### src/rtl/matmul_irregular_stream.sv
// Streaming C = A(MxK) * B(KxN) with runtime dimensions up to MAX_*.
// Operands are buffered in register arrays; C is produced one element per K+1 cycles.
module matmul_irregular_stream #(
    parameter int DATA_W = 16,
    parameter int ACC_W  = 40,
    parameter int MAX_M  = 8,
    parameter int MAX_K  = 8,
    parameter int MAX_N  = 8,
    parameter int DIM_W  = 4
) (
    input  logic              clk,
    input  logic              rst_n,
    input  logic              start,
    input  logic [DIM_W-1:0]  dim_m,
    input  logic [DIM_W-1:0]  dim_k,
    input  logic [DIM_W-1:0]  dim_n,
    input  logic              in_valid,
    output logic              in_ready,
    input  logic [DATA_W-1:0] in_data,
    output logic              out_valid,
    input  logic              out_ready,
    output logic [ACC_W-1:0]  out_data,
    output logic              busy,
    output logic              done,
    output logic              cfg_err
);

    localparam int MI_W = (MAX_M > 1) ? $clog2(MAX_M) : 1;
    localparam int KI_W = (MAX_K > 1) ? $clog2(MAX_K) : 1;
    localparam int NI_W = (MAX_N > 1) ? $clog2(MAX_N) : 1;
    localparam logic [DIM_W-1:0] MAX_M_D = DIM_W'(MAX_M);
    localparam logic [DIM_W-1:0] MAX_K_D = DIM_W'(MAX_K);
    localparam logic [DIM_W-1:0] MAX_N_D = DIM_W'(MAX_N);
    localparam logic [DIM_W-1:0] ONE     = DIM_W'(1);

    typedef enum logic [2:0] {
        S_IDLE,
        S_LOAD_A,
        S_LOAD_B,
        S_MAC,
        S_OUT
    } state_t;

    state_t state, state_nx;

    logic [DIM_W-1:0] m_r, k_r, n_r;
    logic [DIM_W-1:0] row_r, col_r;
    logic [DIM_W-1:0] i_r, j_r, kk_r;
    logic [ACC_W-1:0] acc_r;

    logic [DATA_W-1:0] a_mem [MAX_M][MAX_K];
    logic [DATA_W-1:0] b_mem [MAX_K][MAX_N];

    logic                cfg_ok;
    logic                in_fire;
    logic                load_col_end, load_row_end;
    logic                k_last, i_last, j_last;
    logic [DATA_W-1:0]   a_op, b_op;
    logic [2*DATA_W-1:0] a_ext, b_ext, prod;
    logic [ACC_W-1:0]    sum;

    assign cfg_ok = (dim_m != '0) && (dim_k != '0) && (dim_n != '0) &&
                    (dim_m <= MAX_M_D) && (dim_k <= MAX_K_D) && (dim_n <= MAX_N_D);
    assign in_fire = in_valid && in_ready;

    // The same row/col counters walk A (M x K) and then B (K x N).
    always_comb begin
        load_col_end = 1'b0;
        load_row_end = 1'b0;
        if (state == S_LOAD_A) begin
            load_col_end = (col_r == k_r - ONE);
            load_row_end = (row_r == m_r - ONE);
        end else begin
            load_col_end = (col_r == n_r - ONE);
            load_row_end = (row_r == k_r - ONE);
        end
    end

    assign k_last = (kk_r == k_r - ONE);
    assign i_last = (i_r == m_r - ONE);
    assign j_last = (j_r == n_r - ONE);

    always_comb begin
        a_op  = a_mem[i_r[MI_W-1:0]][kk_r[KI_W-1:0]];
        b_op  = b_mem[kk_r[KI_W-1:0]][j_r[NI_W-1:0]];
        a_ext = {{DATA_W{a_op[DATA_W-1]}}, a_op};
        b_ext = {{DATA_W{b_op[DATA_W-1]}}, b_op};
        prod  = a_ext * b_ext;
        sum   = ((kk_r == '0) ? '0 : acc_r) +
                {{(ACC_W-2*DATA_W){prod[2*DATA_W-1]}}, prod};
    end

    always_ff @(posedge clk or negedge rst_n) begin
        if (!rst_n) state <= S_IDLE;
        else        state <= state_nx;
    end

    always_comb begin
        state_nx  = state;
        in_ready  = 1'b0;
        out_valid = 1'b0;
        busy      = (state != S_IDLE);
        case (state)
            S_IDLE: begin
                if (start && cfg_ok) state_nx = S_LOAD_A;
            end
            S_LOAD_A: begin
                in_ready = 1'b1;
                if (in_valid && load_col_end && load_row_end) state_nx = S_LOAD_B;
            end
            S_LOAD_B: begin
                in_ready = 1'b1;
                if (in_valid && load_col_end && load_row_end) state_nx = S_MAC;
            end
            S_MAC: begin
                if (k_last) state_nx = S_OUT;
            end
            S_OUT: begin
                out_valid = 1'b1;
                if (out_ready) state_nx = (i_last && j_last) ? S_IDLE : S_MAC;
            end
            default: state_nx = S_IDLE;
        endcase
    end

    always_ff @(posedge clk) begin
        if (in_fire) begin
            if (state == S_LOAD_A) a_mem[row_r[MI_W-1:0]][col_r[KI_W-1:0]] <= in_data;
            else                   b_mem[row_r[KI_W-1:0]][col_r[NI_W-1:0]] <= in_data;
        end
    end

    always_ff @(posedge clk or negedge rst_n) begin
        if (!rst_n) begin
            m_r      <= '0;
            k_r      <= '0;
            n_r      <= '0;
            row_r    <= '0;
            col_r    <= '0;
            i_r      <= '0;
            j_r      <= '0;
            kk_r     <= '0;
            acc_r    <= '0;
            out_data <= '0;
            done     <= 1'b0;
            cfg_err  <= 1'b0;
        end else begin
            done    <= 1'b0;
            cfg_err <= 1'b0;
            case (state)
                S_IDLE: begin
                    if (start) begin
                        if (cfg_ok) begin
                            m_r   <= dim_m;
                            k_r   <= dim_k;
                            n_r   <= dim_n;
                            row_r <= '0;
                            col_r <= '0;
                            i_r   <= '0;
                            j_r   <= '0;
                            kk_r  <= '0;
                        end else begin
                            cfg_err <= 1'b1;
                        end
                    end
                end
                S_LOAD_A, S_LOAD_B: begin
                    if (in_fire) begin
                        if (load_col_end) begin
                            col_r <= '0;
                            row_r <= load_row_end ? '0 : row_r + ONE;
                        end else begin
                            col_r <= col_r + ONE;
                        end
                    end
                end
                S_MAC: begin
                    acc_r <= sum;
                    if (k_last) begin
                        kk_r     <= '0;
                        out_data <= sum;
                    end else begin
                        kk_r <= kk_r + ONE;
                    end
                end
                S_OUT: begin
                    if (out_ready) begin
                        if (i_last && j_last) begin
                            done <= 1'b1;
                        end else if (j_last) begin
                            j_r <= '0;
                            i_r <= i_r + ONE;
                        end else begin
                            j_r <= j_r + ONE;
                        end
                    end
                end
                default: ;
            endcase
        end
    end

endmodule

### config.mk
export PLATFORM = sky130hd
export DESIGN_NAME = matmul_irregular_stream
export DESIGN_NICKNAME = d
export VERILOG_FILES = /design/src/rtl/matmul_irregular_stream.sv
export SDC_FILE = /design/constraint.sdc
export NUM_CORES = 2
export LEC_CHECK = 0
export CAP_MARGIN = 20
export CELL_PAD_IN_SITES_DETAIL_PLACEMENT = 0
export CELL_PAD_IN_SITES_GLOBAL_PLACEMENT = 2
export CORE_UTILIZATION = 48
export DETAILED_ROUTE_END_ITERATION = 8
export PLACE_DENSITY = 0.83
export SLEW_MARGIN = 30
export SYNTH_ARGS = -nofsm -noshare
export SYNTH_HDL_FRONTEND = slang
export SYNTH_SLANG_ARGS = --single-unit
### constraint.sdc
create_clock -name clk -period 13.2 [get_ports clk]
set_input_delay 2.64 -clock clk [delete_from_list [all_inputs] [get_ports clk]]
set_output_delay 2.64 -clock clk [all_outputs]
set_load 0.005 [all_outputs]
==> flow_metrics.py <==
metrics = {
    "setup_path": {
        "slowest_delay_ps": 700,
        "critPathSlowestCell": "a21oi_1",
        "critPathArrivalTime_ps": 12750,
        "path_max_fanout": 36,
        "critPathMostFrequentCell": "fa_1",
        "cp_data_required_time_ps": 13990,
        "critPathKind": "flip-flop to flip-flop",
        "crit_path_end_kind": "flip-flop",
        "critPathLaunchType": "flip-flop",
    },
    "clocking": {
        "clkSlewWorstSetupHoldPaths_ps": 60,
        "clockBufferDepth": 3,
        "cts_buffers": 211,
        "cts-resized-gates": 0,
        "hold_buffers": 0,
        "post-cts-setup-buffers": 0,
        "worstSkewPairLatency_ps": 880,
        "cts_tree": "done",
        "root_buffer": "clkbuf_16",
        "htreeDepth": 4,
        "cts.sinks": 2165,
    },
    "sta": {
        "slew_violations": 0,
        "rsz0062_at_grt": "no",
        "fin_crit_ps": 11960,
        "fin_worst_skew_ps": 40.4,
        "slew_headroom_pct": 28.8,
        "worstMarginPinSlew_ps": 1070,
        "setup_viol": 0,
        "fin_crit_sh_pct": 90.6,
        "hold_violations": 0,
        "fmax_ghz": 0.0836,
        "fin_setup_tns_ps": 0,
    },
    "placement": {
        "dpl.cell_count": 8542,
        "place.port_buffers": 77,
        "hpwl_um": 154000,
        "place.gp.congestion": 0.830,
    },
    "routing": {
        "via_per_inst": 5.88,
        "wirelength_um": 244000,
        "wl_per_cell_um": 27.3,
        "ant_nets": 0,
        "first_pass_iters": 7,
        "vias": 52600,
        "drc": 26,
        "drt_iter0_drc": 5342,
    },
    "global_routing": {
        "grt_first_pass_wirelength_um": 358000,
        "antenna_found_initial": 14,
        "grt_use_total_pct": 24.1,
        "grt_max_degree": 123,
        "gr-total-overflow": 0,
        "grt_pass1_vias": 51900,
    },
    "layout": {
        "finish.net_count": 6525,
        "final_cells": 8944,
        "drive_gt1_share_pct": 14.9,
        "area_growth_syn_to_layout_pct": 12.0,
    },
    "logic_synthesis": {
        "ys_seq_area_share_pct": 66.5,
        "synth_flop_cell": "edfxtp_1",
        "synth-seq-cells": 2165,
        "synthesis.nets": 6320,
        "syn_inst": 5895,
        "yosysWarnings": 0,
        "syn_area_per_cell_um2": 16.4,
        "yosysUniqueCellTypes": 96,
        "synth_edf_count": 2048,
        "synth_area_um2": 96800,
        "synthArstFlopShare_pct": 5.40,
    },
    "flow_run": {
        "maxCapViolCount": 0,
    },
    "min_path": {
        "hold_path_class": "flip-flop to flip-flop",
    },
    "floorplanning": {
        "rows": 164,
        "start_util_pct": 48.4,
        "die_area_um2": 204000,
        "ioPinCount": 78,
        "die_w_um": 451,
        "core-area_um2": 200000,
        "fp.dieH_um": 451,
    },
    "outcome": {
        "violations": "DRC",
        "outcome": "complete, but fails checks",
    },
}
==> final cells by class <==
cell class | count | area, um^2
Tap cell | 2656 | 3320
Sequential cell | 2165 | 64500
Inverter | 320 | 1200
Timing Repair Buffer | 302 | 2650
Fill cell | 15600 | 91600
Multi-Input combinational cell | 3100 | 29800
Clock buffer | 248 | 5420
Antenna cell | 5 | 12.5
Clock inverter | 148 | 1660
==> Yosys cell counts, types with 7 or more instances <==
cell	n	area share, %
edfxtp_1	2048	64
nand2_1	386	1.5
mux2_2	29	0.34
ha_1	129	1.7
fa_1	263	5.4
buf_2	89	0.46
and2_1	183	1.2
buf_4	19	0.15
inv_1	316	1.2
a211oi_1	10	0.078
a21o_1	28	0.22
nand3b_1	7	0.054
a31oi_1	12	0.078
clkbuf_1	169	0.66
and3_1	11	0.071
nand2b_1	17	0.11
mux2_1	50	0.58
mux2i_1	459	4.7
o21ai_0	125	0.65
nor4_1	7	0.045
nor3_1	19	0.098
buf_6	9	0.10
o221ai_1	192	1.7
a21oi_1	262	1.4
nand3_1	23	0.12
xor2_1	35	0.32
o21ai_1	64	0.33
buf_1	21	0.081
dfrtp_1	117	3.0
mux4_2	288	6.7
nand4_1	7	0.045
o22ai_1	131	0.85
nor2_1	188	0.73
xnor2_1	59	0.53
o21a_1	11	0.085
==> routing by layer <==
layer / part of all wire (%) / wire (um) / track usage, %
met5: 0.0082 / 20 / 0
met4: 2.5 / 6020 / 6.40
met3: 7.6 / 18600 / 4.03
met2: 46 / 113000 / 36.8
met1: 44 / 107000 / 35.8
==> cell usage in the layout, fill, tap and decap left out, types with 45 or more instances in the layout <==
cell             instances
o21ai_1                 64
nand2_1                382
mux4_2                 288
clkinv_2                45
o21ai_0                125
a21oi_1                262
clkbuf_16              211
nor2_1                 188
o22ai_1                131
o221ai_1               192
edfxtp_1              2048
buf_4                  219
inv_1                  316
mux2i_1                459
ha_1                   129
and2_1                 182
dfrtp_1                109
fa_1                   263
clkdlybuf4s50_1         60
xnor2_1                 59
mux2_1                  50
==> critical path: cells and delay by family, from the launching register on <==
kind	cells	cell delay, ps
flops	1	610
mux	2	830
simple gates	5	1600
fa+ha+maj	8	3580
compound gates	19	3720
buf+inv	7	1480
==> flip-flops by register name, indices dropped and copies added, names as in the netlist, 4 cells and up <==
name      cells
a_mem      1024
b_mem      1024
acc_r        40
out_data     40
col_r         4
i_r           4
j_r           4
k_r           4
kk_r          4
m_r           4
n_r           4
row_r         4
==> metrics by stage <==
step,util [%],instance area [um^2],setup WS (ps),hold WS (ps)
floorplan,-,96800,3510,437
global placement,50.7,101000,1360,454
detailed placement,50.7,101000,1280,462
CTS,54.2,108000,1260,477
global route,54.2,108000,519,499
finish,54.2,109000,1240,471
==> kinds of logic after synthesis <==
| kind of cell | Yosys count | synth area share (%) |
|---|---|---|
| AO/OA/AOI/OAI | 893 | 5.97 |
| XOR/XNOR | 97 | 0.932 |
| adder cells (fa/ha/maj) | 394 | 7.12 |
| buffers and inverters | 630 | 2.77 |
| flip-flops | 2165 | 66.5 |
| multiplexers | 826 | 12.4 |
| AND/OR/NAND/NOR | 890 | 4.32 |
==> final timing paths <==
path                                 startpoint                       end  slack (ps)  cells past startpoint
max in group asynchronous                 rst_n       kk_r[2]$_DFFE_PN0P_       10110                      2
setup / recovery            kk_r[1]$_DFFE_PN0P_  out_data[36]$_DFFE_PN0P_        1240                     41
min in group asynchronous                 rst_n     acc_r[39]$_DFFE_PN0P_        1850                      1
hold / removal             acc_r[5]$_DFFE_PN0P_      acc_r[5]$_DFFE_PN0P_         470                      2
setup reg to reg            kk_r[1]$_DFFE_PN0P_  out_data[36]$_DFFE_PN0P_        1240                     41
hold reg to reg            acc_r[5]$_DFFE_PN0P_      acc_r[5]$_DFFE_PN0P_         470                      2
Power is not shown: default switching activity piles up to over one toggle a cycle in this logic, so the estimate is an artifact.
